$ cat config.mk
export PLATFORM = sky130hd
export DESIGN_NAME = mem_dma_arbiter
export DESIGN_NICKNAME = d
export VERILOG_FILES = /design/src/rtl/mem_dma_arbiter_pkg.sv /design/src/rtl/mem_dma_arbiter_busack_sync.sv /design/src/rtl/mem_dma_arbiter.sv
export SDC_FILE = /design/constraint.sdc
export NUM_CORES = 1
export LEC_CHECK = 0
export BUFFER_PORTS_ARGS = -buffer_cell sky130_fd_sc_hd__buf_2
export CAP_MARGIN = 20
export CORE_ASPECT_RATIO = 0.9
export CORE_MARGIN = 2
export CORE_UTILIZATION = 52
export DETAILED_ROUTE_END_ITERATION = 6
export PLACE_DENSITY = 0.84
export SLEW_MARGIN = 20
export SYNTH_ARGS = -nofsm -noshare
export SYNTH_HDL_FRONTEND = slang
export SYNTH_SLANG_ARGS = --single-unit
$ cat constraint.sdc
create_clock -name clock_25 -period 1.9 [get_ports clock_25]
set_input_delay 0.095 -clock clock_25 [delete_from_list [all_inputs] [get_ports clock_25]]
set_output_delay 0.095 -clock clock_25 [all_outputs]
set_load 0.01 [all_outputs]
$ cat src/rtl/mem_dma_arbiter_pkg.sv
// Shared types and constants for the bus-mastering DMA arbiter.
package mem_dma_arbiter_pkg;

  localparam int ADDR_W_DEF      = 17;
  localparam int LEN_W_DEF       = 16;
  localparam int ACK_TIMEOUT_DEF = 65535;

  // 128k RAM is eight 16k banks: {bank[2:0], A[13:0]}
  localparam int BANK_W = 3;
  localparam int PAGE_W = 14;

  typedef enum logic [2:0] {
    ST_IDLE    = 3'd0,
    ST_REQ     = 3'd1,
    ST_XFER    = 3'd2,
    ST_WRITE   = 3'd3,
    ST_RELEASE = 3'd4
  } state_t;

  function automatic logic [BANK_W+PAGE_W-1:0] bank_addr(input logic [BANK_W-1:0] bank,
                                                         input logic [PAGE_W-1:0] a);
    return {bank, a};
  endfunction

endpackage

$ cat src/rtl/mem_dma_arbiter_busack_sync.sv
// Two-flop synchronizer for the Z80 nBUSACK line; idles high (bus not granted).
module busack_sync (
  input  logic clock_25,
  input  logic RESET_N,
  input  logic async_in,
  output logic sync_out
);

  logic meta_r;
  logic sync_r;

  // metastability filter, reset to the released level
  always_ff @(posedge clock_25) begin
    if (!RESET_N) begin
      meta_r <= 1'b1;
      sync_r <= 1'b1;
    end else begin
      meta_r <= async_in;
      sync_r <= meta_r;
    end
  end

  assign sync_out = sync_r;

endmodule

$ cat src/rtl/mem_dma_arbiter.sv
// DMA arbiter: takes the Z80 bus via nBUSRQ/nBUSACK and writes a byte stream into RAM.
module mem_dma_arbiter
  import mem_dma_arbiter_pkg::*;
#(
  parameter int          ADDR_W      = ADDR_W_DEF,
  parameter int          LEN_W       = LEN_W_DEF,
  parameter int unsigned ACK_TIMEOUT = ACK_TIMEOUT_DEF
) (
  input  logic              clock_25,
  input  logic              RESET_N,
  input  logic              start,
  input  logic              abort,
  input  logic [ADDR_W-1:0] base_addr,
  input  logic [LEN_W-1:0]  length,
  input  logic              src_valid,
  input  logic [7:0]        src_data,
  output logic              src_ready,
  input  logic              nBUSACK,
  output logic              nBUSRQ,
  output logic              mem_sel,
  output logic [ADDR_W-1:0] mem_addr,
  output logic [7:0]        mem_data,
  output logic              mem_wren,
  output logic              busy,
  output logic              done,
  output logic              timeout
);

  localparam int                WAIT_W    = $clog2(ACK_TIMEOUT + 32'd1);
  localparam logic [WAIT_W-1:0] WAIT_LAST = WAIT_W'(ACK_TIMEOUT - 32'd1);

  state_t              state_r;
  logic [ADDR_W-1:0]   base_r;
  logic [LEN_W-1:0]    len_r;
  logic [LEN_W-1:0]    count_r;
  logic [WAIT_W-1:0]   wait_r;
  logic                to_flag_r;
  logic                nbusrq_r;
  logic                mem_sel_r;
  logic [ADDR_W-1:0]   mem_addr_r;
  logic [7:0]          mem_data_r;
  logic                mem_wren_r;
  logic                src_ready_r;
  logic                busy_r;
  logic                done_r;
  logic                timeout_r;
  logic                ack_sync_s;

  busack_sync u_busack_sync (
    .clock_25 (clock_25),
    .RESET_N  (RESET_N),
    .async_in (nBUSACK),
    .sync_out (ack_sync_s)
  );

  // transfer FSM with all outputs registered; mem_sel and nBUSRQ always change on the same edge when releasing
  always_ff @(posedge clock_25) begin
    if (!RESET_N) begin
      state_r     <= ST_IDLE;
      base_r      <= '0;
      len_r       <= '0;
      count_r     <= '0;
      wait_r      <= '0;
      to_flag_r   <= 1'b0;
      nbusrq_r    <= 1'b1;
      mem_sel_r   <= 1'b0;
      mem_addr_r  <= '0;
      mem_data_r  <= 8'h00;
      mem_wren_r  <= 1'b0;
      src_ready_r <= 1'b0;
      busy_r      <= 1'b0;
      done_r      <= 1'b0;
      timeout_r   <= 1'b0;
    end else begin
      done_r     <= 1'b0;
      timeout_r  <= 1'b0;
      mem_wren_r <= 1'b0;
      case (state_r)
        ST_IDLE: begin
          if (start && (length != '0)) begin
            base_r    <= base_addr;
            len_r     <= length;
            count_r   <= '0;
            wait_r    <= '0;
            to_flag_r <= 1'b0;
            nbusrq_r  <= 1'b0;
            busy_r    <= 1'b1;
            state_r   <= ST_REQ;
          end else if (start) begin
            done_r <= 1'b1;
          end
        end
        ST_REQ: begin
          if (abort) begin
            nbusrq_r <= 1'b1;
            state_r  <= ST_RELEASE;
          end else if (!ack_sync_s) begin
            mem_sel_r   <= 1'b1;
            src_ready_r <= 1'b1;
            state_r     <= ST_XFER;
          end else if (wait_r == WAIT_LAST) begin
            nbusrq_r  <= 1'b1;
            to_flag_r <= 1'b1;
            state_r   <= ST_RELEASE;
          end else begin
            wait_r <= wait_r + WAIT_W'(1);
          end
        end
        ST_XFER: begin
          if (abort) begin
            nbusrq_r    <= 1'b1;
            mem_sel_r   <= 1'b0;
            src_ready_r <= 1'b0;
            state_r     <= ST_RELEASE;
          end else if (src_valid && src_ready_r) begin
            mem_addr_r  <= base_r + ADDR_W'(count_r);
            mem_data_r  <= src_data;
            mem_wren_r  <= 1'b1;
            src_ready_r <= 1'b0;
            count_r     <= count_r + LEN_W'(1);
            state_r     <= ST_WRITE;
          end
        end
        ST_WRITE: begin
          if (abort || (count_r == len_r)) begin
            nbusrq_r  <= 1'b1;
            mem_sel_r <= 1'b0;
            state_r   <= ST_RELEASE;
          end else begin
            src_ready_r <= 1'b1;
            state_r     <= ST_XFER;
          end
        end
        ST_RELEASE: begin
          if (ack_sync_s) begin
            busy_r    <= 1'b0;
            done_r    <= ~to_flag_r;
            timeout_r <= to_flag_r;
            state_r   <= ST_IDLE;
          end
        end
        default: begin
          nbusrq_r    <= 1'b1;
          mem_sel_r   <= 1'b0;
          src_ready_r <= 1'b0;
          busy_r      <= 1'b0;
          state_r     <= ST_IDLE;
        end
      endcase
    end
  end

  assign src_ready = src_ready_r;
  assign nBUSRQ    = nbusrq_r;
  assign mem_sel   = mem_sel_r;
  assign mem_addr  = mem_addr_r;
  assign mem_data  = mem_data_r;
  assign mem_wren  = mem_wren_r;
  assign busy      = busy_r;
  assign done      = done_r;
  assign timeout   = timeout_r;

endmodule

==> results.json, run 1 <==
{
  "status": "complete, but fails checks",
  "violations": "negative setup slack",
  "cts.sinks": 103,
  "die_h_microns": 99.6,
  "clk_latency_ns": 0.36,
  "vias_per_cell": 6.26,
  "vdd_drop_max_uv": 721,
  "cts_tree": "done",
  "critPathRequiredTime_ns": 2.16,
  "cp.arrival_ns": 2.29,
  "worst_slack_ns": -0.127,
  "grt_max_degree": 32,
  "max_freq_mhz": 493,
  "via_count": 5982,
  "critical_path.top_delay_family": "compound AO/OA/AOI/OAI gates",
  "cap_violations": 0,
  "relSlewSlack_pct": 65.7,
  "die_area_sq_um": 11000,
  "grt_overflow": 0,
  "yosysTopAreaCellShare_pct": 39.1,
  "dieWidth_microns": 110,
  "synth_ff_type": "dfxtp_1",
  "ys_seq_area_share_pct": 39.1,
  "core_sq_um": 9780,
  "finalSetupViolCount": 10,
  "ys_warn_count": 0,
  "synth_edf_count": 0,
  "fin_crit_sh_pct": 107,
  "crit_path_max_incr_delay_ns": 0.40,
  "p_comb_share_pct": 18.8,
  "h-tree-depth": 3,
  "synthTopCellsByCount": "123 x nand2_1, 103 x dfxtp_1, 68 x a21oi_1",
  "syn_to_final_growth_pct": 40.0,
  "antenna_found_initial": 0,
  "p_per_area_nw_per_um2": 682,
  "endpoint_kind": "register",
  "placementRows": 34,
  "whs_path_depth": 3,
  "power.share.clock_pct": 35.5,
  "swShare_pct": 28.4,
  "synth_top_cell_by_area": "dfxtp_1",
  "hp-class": "primary input to register",
  "synth.most_common_cell": "nand2_1",
  "drc": 0,
  "dp_hpwl_microns": 11100,
  "globalplace.congestion": 0.920,
  "p_leak_nw": 3.02,
  "hold_viol": 0,
  "crit_start": "count_r[0]",
  "r2r_start": "count_r[0]",
  "numCtsBuffers": 9,
  "holdPathEnd": "base_r[13]",
  "worst_pin_slew_ns": 0.510,
  "layout.nets": 891,
  "p_int_mw": 3.61,
  "clk_pin_slew_ns": 0.08,
  "clockBufferDepth": 2,
  "power_frac_seq_pct": 45.7,
  "place_ws_ns": -0.138,
  "tns_ns": -0.639,
  "ant_nets": 0,
  "root_buffer": "clkbuf_16",
  "path_depth": 7,
  "routed_wl_microns": 17600,
  "worstSetupStartpointType": "register",
  "drive_gt1_share_pct": 32.2,
  "min_period_ns": 2.03,
  "track_usage_pct": 30.2,
  "ys_top_cells_by_area": "dfxtp_1 39%, nand2_1 8.8%, a21oi_1 6.5%",
  "power_switching_mw": 1.43,
  "crit_chain": "ha_4 -> fa_2 -> a211oi_4 -> o21bai_1 -> a211oi_2 -> o31ai_2 -> and2_1",
  "slew_viol_final": 0,
  "wl_per_cell_microns": 18.4,
  "drtPass1Iterations": 5,
  "num_antenna_cells": 0,
  "path_class": "register to register",
  "clock_skew_ns": 0.0126,
  "io_buffers": 78,
  "critPathSlowestCell": "fa_2",
  "yosys.cell_types.count": 61,
  "grt_pass1_vias": 5623,
  "r2r_end": "mem_addr[6]",
  "syn_area_sq_um": 5280,
  "io_pins": 79,
  "syn_avg_cell_area_sq_um": 8.21,
  "drtIter0Drc": 712,
  "rsz0062_at_grt": "yes",
  "cp.buffers_inverters": 0,
  "start_util_pct": 53.9,
  "synth.ff_latch_count": 103,
  "worst-path-max-fanout": 3,
  "async_flop_share_pct": 0,
  "syn_inst": 643,
  "ff2ff_path_depth": 7,
  "syn_nets": 710,
  "rrSetupSlack_ns": -0.13,
  "power.total_mw": 5.04,
  "hp-start": "base_addr[13]",
  "grt_pass1_wl_microns": 26100
}
[through the flow]
step | hold WS, ns | cells | area (sq um) | utilization, %
finish | 0.00302 | 955 | 7390 | 75.5
global route | 0.00864 | 955 | 7390 | 75.5
CTS | 0.000939 | 946 | 7060 | 72.1
detailed placement | 0.295 | 897 | 6350 | 64.9
global placement | 0.281 | 897 | 6350 | 64.9
floorplan | 0.196 | 643 | 5300 | -
[state kept, by name (all words and copies together), names as in the netlist, 3 cells and up]
register / cells
base_r: 17
mem_addr: 17
count_r: 16
len_r: 16
wait_r: 16
mem_data: 8
state_r: 3
[worst register-to-register path, cell delays in order (launching register included)]
cell      delay [ns]
dfxtp_2         0.34
ha_4            0.17
fa_2            0.40
a211oi_4        0.32
o21bai_1        0.13
a211oi_2        0.31
o31ai_2         0.11
and2_1          0.16
[power groups by stage]
stage          Clock, mW  Sequential (mW)  Combinational, mW
6_report            1.79             2.30              0.945
5_1_grt             1.89             2.31               1.01
4_1_cts             1.79             2.29              0.834
3_5_place_dp           0             2.34              0.748
3_3_place_gp           0             2.34              0.724
2_1_floorplan          0             2.33              0.428
[layout make-up]
type | count | area [sq um]
Fill cell | 625 | 2400
Multi-Input combinational cell | 494 | 3350
Clock buffer | 11 | 243
Sequential cell | 103 | 2080
Timing Repair Buffer | 204 | 1460
Inverter | 12 | 47.5
Tap cell | 126 | 158
Clock inverter | 5 | 40.0
[layout by cell type (no fill, tap or decap), types with 6 or more instances in the layout]
cell type	instances
xor2_1	7
nor4_1	6
nand2_1	123
buf_2	78
o211ai_1	15
dlygate4sd3_1	28
a21oi_1	65
or3_1	12
nand3_1	21
and3_1	10
ha_1	12
inv_1	11
buf_4	90
clkbuf_16	9
a21o_1	8
o21ai_0	12
or4_1	13
xnor2_1	18
dfxtp_2	16
nor2_1	22
o21ai_1	7
ha_4	6
nand4_1	20
dfxtp_1	87
[how the worst max path moves through the flow]
stage	end	slack, ns
floorplan	wait_r[12]	-0.04
global placement	count_r[0]	-0.1
detailed placement	wait_r[8]	-0.14
CTS	wait_r[10]	-0.08
global route	wait_r[10]	-0.18
finish	mem_addr[6]	-0.13
[routing by layer]
metal | GRT usage [%] | vias to the layer above | routed length (microns)
met5 | 0 | - | 0
met4 | 11.8 | 0 | 693
met3 | 6.42 | 86 | 1390
met2 | 49.9 | 328 | 8350
met1 | 38.3 | 2854 | 7140
li1 | - | 2714 | -
[repair_timing]
action / 4_1_cts / 5_1_grt
cloned: 0 / 0
setup buffers: 5 / 9
hold buffers: 28 / 0
pin swaps: 9 / 27
gates resized for setup: 27 / 63
setup endpoints to repair: 24 / 41
hold endpoints to repair: 28 / 0
[kinds of logic (layout without fill, tap and decap cells)]
kind of cell	count (synthesis)	after routing	share of synthesized area [%]
simple gates	278	278	26.7
compound gates	170	170	21.1
flops	103	103	39.1
buf+inv	46	232	3.98
xor+xnor	25	25	4.15
fa+ha+maj	20	20	4.89
mux	1	1	0.190
Power figures use the tool's default switching activity.
==> run 2, diff against run 1 <==
ABC_CLOCK_PERIOD_IN_PS = 2500   (was not set)
CORE_UTILIZATION = 62   (was 52)
PLACE_DENSITY = 0.93   (was 0.84)
clock period = 2.5 ns   (was 1.9 ns; I/O delays follow)
==> run 2 against run 1 <==
  * Non-clock buffer count decreased by 68
  * Critical endpoint is now wait_r[15]
  * Wire length decreased by 15%
  * Clock power decreased by 33%
  * Count of clock-buffer cells in the layout decreased by 2
  * First-iteration DRC count decreased by 20%
  * The run now ends clean
  * Die area decreased by 16%
  * Sequential power decreased by 24%
  * Utilization increased by 2.9 points
  * Worst hold slack got worse by 0.0021 ns
  * Clock skew increased by 0.00061 ns
==> results.json, run 2 (same netlist as run 1, synthesis figures left out) <==
{
  "status": "complete, no violations",
  "clk_pin_slew_ns": 0.10,
  "layout.nets": 823,
  "p_per_area_nw_per_um2": 548,
  "grt_pass1_vias": 5227,
  "drtIter0Drc": 572,
  "num-fill-cells": 543,
  "grt_use_met1_pct": 42.4,
  "root_buffer": "clkbuf_8",
  "design_area_sq_um": 6390,
  "globalplace.congestion": 0.964,
  "grt_overflow": 0,
  "cp.buffers_inverters": 4,
  "antenna_found_initial": 0,
  "numCtsBuffers": 9,
  "cap_violations": 0,
  "hold_viol": 0,
  "hp-class": "primary input to register",
  "via_count": 5510,
  "h-tree-depth": 3,
  "track_usage_pct": 32.8,
  "io_pins": 79,
  "dp.cells": 810,
  "placementRows": 31,
  "core_sq_um": 8150,
  "grt_max_degree": 36,
  "die_h_microns": 91.5,
  "dp_hpwl_microns": 10100,
  "critical_path.top_delay_family": "buffers and inverters",
  "cts.sinks": 103,
  "crit_path_max_incr_delay_ns": 0.55,
  "vias_per_cell": 6.41,
  "start_util_pct": 64.8,
  "power.total_mw": 3.50,
  "path_common_cell": "buf_4",
  "io_buffers": 78,
  "worst_hold_slack_ns": 0.000937,
  "worstSetupStartpointType": "primary input",
  "multiInputGateArea_sq_um": 3010,
  "min_period_ns": 2.42,
  "drtPass1Iterations": 6,
  "regArea_sq_um": 2060,
  "path_class": "primary input to register",
  "drive_gt1_share_pct": 16.7,
  "fin_crit_sh_pct": 96.6,
  "busiest_layer": "met2",
  "drc": 0,
  "place_area_sq_um": 5820,
  "grt_use_met2_pct": 54.6,
  "vdd_drop_max_uv": 386,
  "syn_to_final_growth_pct": 21.1,
  "tns_ns": 0,
  "routed_wl_microns": 15000,
  "critPathRequiredTime_ns": 2.77,
  "max_freq_mhz": 414,
  "clk_latency_ns": 0.39,
  "p_leak_nw": 2.59,
  "met3_usage_pct": 7.08,
  "worst_pin_slew_ns": 0.547,
  "cp.arrival_ns": 2.68,
  "clockBufferDepth": 2,
  "final_common_cell": "nand2_1",
  "grt_pass1_wl_microns": 24400,
  "ant_nets": 0,
  "endpoint_kind": "register",
  "final_cell_mix": "123 x nand2_1, 103 x dfxtp_1, 78 x buf_2, 68 x a21oi_1, 34 x dlygate4sd3_1",
  "clock_skew_ns": 0.0132,
  "finalNonFillerCells": 860,
  "finalSetupViolCount": 0,
  "worst-path-max-fanout": 11,
  "wl_per_cell_microns": 17.4,
  "dieWidth_microns": 101,
  "num_antenna_cells": 0,
  "rsz0062_at_grt": "no",
  "slew_viol_final": 0,
  "crit_chain": "dlygate4sd3_1 -> buf_2 -> nor4_1 -> a41oi_1 -> buf_4 -> a21oi_1 -> buf_4 -> nand2b_1 -> o41ai_1",
  "die_area_sq_um": 9260,
  "critPathSlowestCell": "dlygate4sd3_1",
  "relSlewSlack_pct": 63.0,
  "cts_tree": "done"
}
run 2: changes by cell type in the layout (fill, tap and decap cells not counted), moves of 5 or more:
cell	previous run	this run
clkbuf_8	1	9
dfxtp_2	16	0
ha_4	6	0
o21ai_1	7	2
ha_1	12	19
dfxtp_1	87	103
clkbuf_16	9	0
buf_4	90	23
o21ai_0	12	19
dlygate4sd3_1	28	34
buf_6	5	0
run 2: stage by stage:
step	worst slack, ns	utilization [%]
after detailed placement	0.174	71.5
final	0.0848	78.4
after CTS	0.157	78.4
after floorplan	0.424	-
after global placement	0.308	71.5
after global routing	0.0142	78.4
run 2: path summary, 6_finish.rpt:
path / from / to / slack (ns) / depth (start not counted)
max: length[2] / wait_r[15] / 0.08 / 9
min: base_addr[9] / base_r[9] / 0.0009 / 3
max reg2reg: base_r[0] / mem_addr[16] / 0.18 / 7
min reg2reg: u_busack_sync.meta_r / u_busack_sync.sync_out / 0.43 / 1
run 2: layout make-up:
| cell class | count | area share [%] |
|---|---|---|
| clock buffer | 9 | 1.94 |
| clock inverter | 7 | 1.59 |
| inverter | 12 | 0.705 |
| multi-input combinational | 494 | 47.1 |
| sequential | 103 | 32.3 |
| tap | 99 | 1.94 |
| timing repair buffer | 136 | 14.5 |
run 2: timing repair:
action,in CTS,in global routing
hold buffers,34,0
gates resized for setup,0,1
setup buffers,0,0
endpoints found under the setup margin,0,5
endpoints found under the hold margin,34,0
run 2: worst reg2reg max path: stages, from the launching register on:
cell and delay [ns]:
dfxtp_1 0.33, ha_1 0.24, fa_1 0.44, a211oi_1 0.43, o21ai_1 0.24, nand3_1 0.28
a211o_1 0.18, o211ai_1 0.08
run 2: layer usage:
layer | wire (microns) | share of wire, %
met3 | 1290 | 8.6
met4 | 318 | 2.1
met2 | 7120 | 47
met1 | 6270 | 42
met5 | 0 | 0
run 2: report_power, final:
part / internal [mW] / switching, mW / leakage [nW]
sequential: 1.70 / 0.0436 / 0.836
combinational: 0.228 / 0.333 / 1.65
clock: 0.574 / 0.622 / 0.107
